### config.mk
export PLATFORM = sky130hd
export DESIGN_NAME = dlx_pipe_if
export DESIGN_NICKNAME = d
export VERILOG_FILES = /design/src/rtl/dlx_global_pkg.sv /design/src/rtl/dlx_if_halt_ctrl.sv /design/src/rtl/dlx_pipe_if.sv
export SDC_FILE = /design/constraint.sdc
export NUM_CORES = 1
export LEC_CHECK = 0
export ABC_AREA = 0
export BUFFER_PORTS_ARGS = -buffer_cell sky130_fd_sc_hd__clkbuf_2
export CAP_MARGIN = 20
export CORE_MARGIN = 5
export CORE_UTILIZATION = 53
export DETAILED_ROUTE_END_ITERATION = 16
export PLACE_DENSITY_LB_ADDON = 0.2
export SLEW_MARGIN = 20
export SYNTH_ARGS = -nofsm -noshare
export SYNTH_HDL_FRONTEND = slang
export SYNTH_SLANG_ARGS = --single-unit
### constraint.sdc
create_clock -name clk -period 3.41 [get_ports clk]
set_input_delay 0 -clock clk [delete_from_list [all_inputs] [get_ports clk]]
set_output_delay 0 -clock clk [all_outputs]
set_load 0.02 [all_outputs]
### src/rtl/dlx_global_pkg.sv
// dlx_global_pkg: shared DLX word type, NOP encoding, IF halt-FSM states and drain default
package dlx_global_pkg;
  typedef logic [31:0] dlx_word;
  localparam logic [5:0] OP_SPECIAL = 6'h00;
  localparam logic [5:0] SP_NOP = 6'h00;
  localparam dlx_word IR_NOP = {OP_SPECIAL, 20'h0, SP_NOP};
  localparam int DRAIN_CYCLES_DEF = 3;
  typedef enum logic [1:0] {RUN, DRAIN, HALTED} if_state_e;
endpackage

### src/rtl/dlx_if_halt_ctrl.sv
// dlx_if_halt_ctrl: run/drain/halted FSM with drain counter; in clk,rst,dc_wait,stall,id_halt,id_illegal_instr; out fetch_en,if_halted,if_exc
module dlx_if_halt_ctrl
  import dlx_global_pkg::*;
#(
  parameter int DRAIN_CYCLES = DRAIN_CYCLES_DEF
) (
  input  logic clk,
  input  logic rst,
  input  logic dc_wait,
  input  logic stall,
  input  logic id_halt,
  input  logic id_illegal_instr,
  output logic fetch_en,
  output logic if_halted,
  output logic if_exc
);
  localparam int CW = $clog2(DRAIN_CYCLES + 1);
  if_state_e state;
  logic [CW-1:0] drain_cnt;
  always_ff @(posedge clk) begin
    if (rst) begin
      state <= RUN;
      drain_cnt <= '0;
      fetch_en <= 1'b1;
      if_halted <= 1'b0;
      if_exc <= 1'b0;
    end else if (!dc_wait) begin
      if (state == RUN && (id_halt || id_illegal_instr) && !stall) begin
        state <= DRAIN;
        drain_cnt <= CW'(DRAIN_CYCLES);
        fetch_en <= 1'b0;
        if_exc <= id_illegal_instr;
      end else if (state == DRAIN) begin
        drain_cnt <= drain_cnt - CW'(1);
        if (drain_cnt == CW'(1)) begin
          state <= HALTED;
          if_halted <= 1'b1;
        end
      end
    end
  end
endmodule

### src/rtl/dlx_pipe_if.sv
// dlx_pipe_if: DLX fetch stage; PC, IM port (im_adr,im_en,im_data,im_wait), IF/ID reg (if_id_npc,if_id_ir), controls (stall,dc_wait,id_cond,id_npc,id_halt,id_illegal_instr), status (if_halted,if_exc)
module dlx_pipe_if
  import dlx_global_pkg::*;
#(
  parameter logic [31:0] RESET_PC = 32'h0000_0000,
  parameter int DRAIN_CYCLES = DRAIN_CYCLES_DEF
) (
  input  logic clk,
  input  logic rst,
  input  logic stall,
  input  logic dc_wait,
  input  logic id_cond,
  input  logic [31:0] id_npc,
  input  logic id_halt,
  input  logic id_illegal_instr,
  output logic [31:0] im_adr,
  output logic im_en,
  input  logic [31:0] im_data,
  input  logic im_wait,
  output logic [31:0] if_id_npc,
  output logic [31:0] if_id_ir,
  output logic if_halted,
  output logic if_exc
);
  dlx_word pc;
  dlx_word pc_inc;
  logic fetch_en;
  logic halt_go;
  dlx_if_halt_ctrl #(.DRAIN_CYCLES(DRAIN_CYCLES)) u_halt (
    .clk(clk),
    .rst(rst),
    .dc_wait(dc_wait),
    .stall(stall),
    .id_halt(id_halt),
    .id_illegal_instr(id_illegal_instr),
    .fetch_en(fetch_en),
    .if_halted(if_halted),
    .if_exc(if_exc)
  );
  assign im_adr = pc & ~32'h3;
  assign im_en = fetch_en;
  assign pc_inc = pc + 32'd4;
  assign halt_go = fetch_en && (id_halt || id_illegal_instr) && !stall;
  always_ff @(posedge clk) begin
    if (rst) begin
      pc <= RESET_PC;
      if_id_ir <= IR_NOP;
      if_id_npc <= '0;
    end else if (!dc_wait) begin
      if (!fetch_en || halt_go) begin
        if_id_ir <= IR_NOP;
      end else if (!stall) begin
        if (id_cond) begin
          pc <= id_npc & ~32'h3;
          if_id_ir <= IR_NOP;
        end else if (im_wait) begin
          if_id_ir <= IR_NOP;
        end else begin
          pc <= pc_inc;
          if_id_ir <= im_data;
          if_id_npc <= pc_inc;
        end
      end
    end
  end
endmodule

After elaboration in Yosys (flattened, before gate mapping)
Cells that the tools add are included.
- $add $sub $neg: 2
- eq/ne operators: 4
- muxes and demuxes: 11
- bitwise operators: 6
- reductions and logical operators: 18
- operator list (operator ; count):
    $mux 32 ; 6
    $add 32x3->32 const B ; 1
    $mux 2 ; 5
    $reduce_and 4->1 ; 2
    $not 1->1 ; 6
    $reduce_and 2->1 ; 3
    $reduce_and 5->1 ; 1
    $eq 2x1->1 const B ; 2
    $logic_and 1x1->1 ; 4
    $reduce_bool 2->1 ; 2
    $reduce_and 3->1 ; 1
    $logic_not 1->1 ; 2
    $logic_not 2->1 ; 1
    $logic_or 1x1->1 ; 2
    $ne 2x1->1 const B ; 1
    $ne 2x2->1 const B ; 1
    $sub 2x1->2 const B ; 1
- register bits: 103
- input port bits: 72
- output and inout port bits: 99
- word-level logic and storage cells: 49

Logic depth before layout (Yosys ltp)
- depth in word-level cells: 6
- depth in mapped cells: 8
- mapped depth without buffers: 6

Modules after synthesis
Synthesis repeated with hierarchy kept, for this count alone.
- cell total of the unflattened synthesis: 542
- area total of the unflattened synthesis: 4660.7 um^2
- modules (own cells, without submodules) (module ; instances ; cells an instance ; area each (um^2) ; seq. area each (um^2)):
    dlx_pipe_if ; 1 ; 513 ; 4355.4 ; 1841.8
    dlx_if_halt_ctrl ; 1 ; 29 ; 305.3 ; 140.1

Least setup slack after synthesis
No wires, ideal clock.
- kind: flip-flop to flip-flop
- from: register pc[2]
- to: register pc[24]
- library setup time: 0.074 ns
- arrival: 2.092 ns
- data required time: 3.336 ns
- setup slack: 1.243 ns
- stages on the path, launching flop included: 8
- path buffers: 1
- period minus slack after synthesis: 2.167 ns
- cells stage by stage: dfxtp_1 > ha_1 > and3_1 > clkbuf_1 > nand3_1 > or3_1 > or3_1 > a31oi_1
- longest elaborated chain between the ends: 3
- RTL lines (item ; RTL line ; source):
    start, declared ; dlx_pipe_if.sv:25 ; dlx_word pc;
    start signal, assigned ; dlx_pipe_if.sv:54 ; pc <= id_npc & ~32'h3;
    start signal, assigned ; dlx_pipe_if.sv:59 ; pc <= pc_inc;
    $add 32x3->32 ; dlx_pipe_if.sv:42 ; assign pc_inc = pc + 32'd4;
    $mux 32 ; dlx_pipe_if.sv:56 ; end else if (im_wait) begin
    $mux 32 ; dlx_pipe_if.sv:53 ; if (id_cond) begin
No other way between the ends. The select of a mux whose other input is x is not followed.
A chain may end at the register's enable or synchronous reset.

Worst setup path after layout
- from: register pc[2]
- to: register pc[26]
Same word-level chain as after synthesis.

==> impl_metrics.csv <==
group,metric,value,unit
run_status,status,"finished, final reports clean",
clock_tree,path_clk_slew,0.09,ns
critical_path,crit_cells,6,
critical_path,max_stage_delay,0.59,ns
global_routing,grt_usage,26.1,%
power_and_ir_drop,vdd_ir_drop_max,235,µV
critical_path,r2r_cells,6,
critical_path,startpoint_type,"flip-flop",
die,die_y,103,µm
sta,setup_viol,0,
sta,slew_headroom,30.3,%
min_path,whs_path_depth,5,
detailed_routing,num_vias,4936,
min_path,hp-class,"in2reg",
synth,synthFlopType,"dfxtp_1",
die,die-area,10600,µm²
layout,n_antenna_cell,0,
clock_tree,tritoncts,"built",
detailed_routing,wl_per_cell,16.5,µm
critical_path,crit_slowest_cell,"nor4_1",
min_path,hold_start,"id_npc[10]",
die,fp.coreArea,8300,µm²
synth,avgSynthCellArea,8.34,µm²
critical_path,cp.required,3.66,ns
placement,place_congestion,0.934,
detailed_routing,drt_iter0_drc,414,
die,die_w,103,µm
critical_path,path_max_fanout,9,
power_and_ir_drop,p_comb_share,10.7,%
critical_path,critPathTopFamily,"simple AND/OR/NAND/NOR gates",
power_and_ir_drop,p_leak,2.49,nW
sta,fin_ws,1.03,ns
layout,fillCellCount,624,
critical_path,critPathKind,"reg2reg",
critical_path,reg2reg_from,"pc[2]$_SDFFE_PP0P_",
sta,final_hold_viol_count,0,
sta,rsz0062_at_grt,"no",
synth,ys_types,53,
synth,synth_area,4570,µm²
power_and_ir_drop,p_sw,0.580,mW
sta,fmax,420,MHz
power_and_ir_drop,p_seq_share,51.9,%
global_routing,overflow,0,
critical_path,cp-end-kind,"flip-flop",
synth,synth_cells,548,
sta,fin_tns_setup,0,ns
clock_tree,cts_max_level,3,
placement,dpl.hpwl,9.63,mm
synth,async_flop_share,0,%
layout,layout-drive-gt1-share,26.5,%
detailed_routing,routed_wl,14.1,mm
layout,syn2layout_area_growth,34.5,%
placement,place_ws,1.08,ns
critical_path,crit_buf_inv,0,
sta,timing.final.crit_share,69.8,%
synth,ys_warn_count,0,
clock_tree,clock_path_buffers,2,
die,start_util,55.1,%
global_routing,antenna_found_initial,0,
placement,numPortBuffers,164,
power_and_ir_drop,swShare,25.3,%
layout,fin_cells,855,
clock_tree,worstSkewPairLatency,0.36,ns
global_routing,grt_pass1_wl,22.3,mm
detailed_routing,ant_nets,0,
critical_path,worstPathArrival,2.63,ns
critical_path,crit_path_start,"pc[2]$_SDFFE_PP0P_",
die,rows,33,
power_and_ir_drop,cellPowerDensity,373,nW/µm²
layout,nets,819,
die,io_pins,171,
global_routing,grt_pass1_vias,4667,
synth,synth_edf_count,0,
power_and_ir_drop,clockPowerShare,37.4,%
power_and_ir_drop,p_int,1.71,mW
flow_run,cap_violations,0,
sta,clock_skew,0.0161,ns
placement,dpl.cell_count,784,
synth,yosysSeqAreaShare,43.3,%
sta,min_period,2.38,ns
sta,tightestPinTransition,1.04,ns
synth,synth_seq_cells,99,
clock_tree,cts_buffers,9,
detailed_routing,drt_first_pass_iters,5,
global_routing,grt_max_degree,57,
clock_tree,cts.sinks,99,
clock_tree,root_buffer,"clkbuf_8",
detailed_routing,drc,0,
sta,slew_violations,0,
detailed_routing,via_per_inst,5.77,
critical_path,cp_cell_sequence,"ha_1, and3_1, nand3_1, nor4_1, o21ai_0, a32o_1",
critical_path,r2r_slack,1.03,ns
## layout make-up
class,count,area (µm²),area share [%]
Inverter,9,33.8,0.550
Clock inverter,7,105,1.71
Clock buffer,9,124,2.02
Multi-Input combinational cell,400,2350,38.2
Sequential cell,99,1980,32.2
Timing Repair Buffer,226,1420,23.2
Tap cell,105,131,2.14
## through the flow
stage / hold WS, ns / util [%] / cell area (µm²) / total power [mW]
floorplan: 0.136 / - / 4580 / 1.33
global placement: 0.253 / 64.7 / 5370 / 1.40
detailed placement: 0.260 / 64.7 / 5370 / 1.41
CTS: 0.00350 / 74.1 / 6150 / 2.31
global route: 0.0387 / 74.1 / 6150 / 2.38
finish: 0.0189 / 74.1 / 6150 / 2.29
## repair_timing
item	4_1_cts	5_1_grt
setup buffers	0	0
endpoints found under the hold margin	54	0
resized for setup	0	0
hold buffers	55	0
## tightest hold or removal path: cells and delay by family
family | cells | cell delay [ns]
compound gates | 2 | 0.14
simple gates | 2 | 0.13
buf+inv | 1 | 0.08
## flip-flops by register name, summed over array words and instances (netlist names)
signal            cells
if_id_ir             32
if_id_npc            30
pc                   30
u_halt.drain_cnt      2
u_halt.fetch_en       1
u_halt.if_exc         1
u_halt.if_halted      1
u_halt.state          2
## cell usage after synthesis, drive strengths merged, types with 8 or more instances
cell type / instances / area share [%]
xnor2: 13 / 2.5
a211oi: 17 / 2.8
dfxtp: 99 / 43
inv: 8 / 0.66
nand2: 43 / 3.6
o21ai: 34 / 3.7
buf: 18 / 2.8
nor3: 17 / 2.0
nor2: 79 / 6.5
clkbuf: 25 / 2.1
a22oi: 43 / 7.1
a21oi: 31 / 3.4
nand3: 19 / 2.1
xor2: 9 / 1.7
## placed cells by master (no fill, tap or decap), types with 13 or more instances in the layout
cell           netlist  final
a211oi_1            17     17
a21oi_1             31     31
a22oi_1             43     43
clkbuf_2             0    164
dfxtp_1             99     99
dlygate4sd3_1        0     55
nand2_1             42     42
nand3_1             19     19
nor2_1              79     79
nor3_1              16     16
o21ai_0             34     34
xnor2_1             13     13
## logic make-up after synthesis
family,share of synthesized area [%]
AOI/OAI and AO/OA,24.2
xor gates and xnor gates,4.21
adders and majority gates,0.547
DFF,43.3
other,0.0820
and+or+nand+nor,21.4
muxes,0.657
buffers and inverters,5.58
## metal layers
metal | vias to the layer above | track usage [%] | wire [µm]
li1 | 2379 | - | -
met1 | 2286 | 32.6 | 5680
met2 | 227 | 44.2 | 6750
met3 | 44 | 4.67 | 1220
met4 | 0 | 11.7 | 427
met5 | - | 0 | 0
## final timing paths
path | to
max reg2reg | pc[26]$_SDFFE_PP0P_
min reg2reg | u_halt.if_exc$_SDFFE_PP0P_
min | pc[10]$_SDFFE_PP0P_
max | pc[26]$_SDFFE_PP0P_
## power groups by stage
stage	clock network, mW	registers, mW	logic, mW
3_5_place_dp	0	1.22	0.191
5_1_grt	0.917	1.19	0.267
3_3_place_gp	0	1.22	0.186
2_1_floorplan	0	1.23	0.0999
6_report	0.857	1.19	0.245
4_1_cts	0.876	1.19	0.241
(Power assumes the default switching activity.)
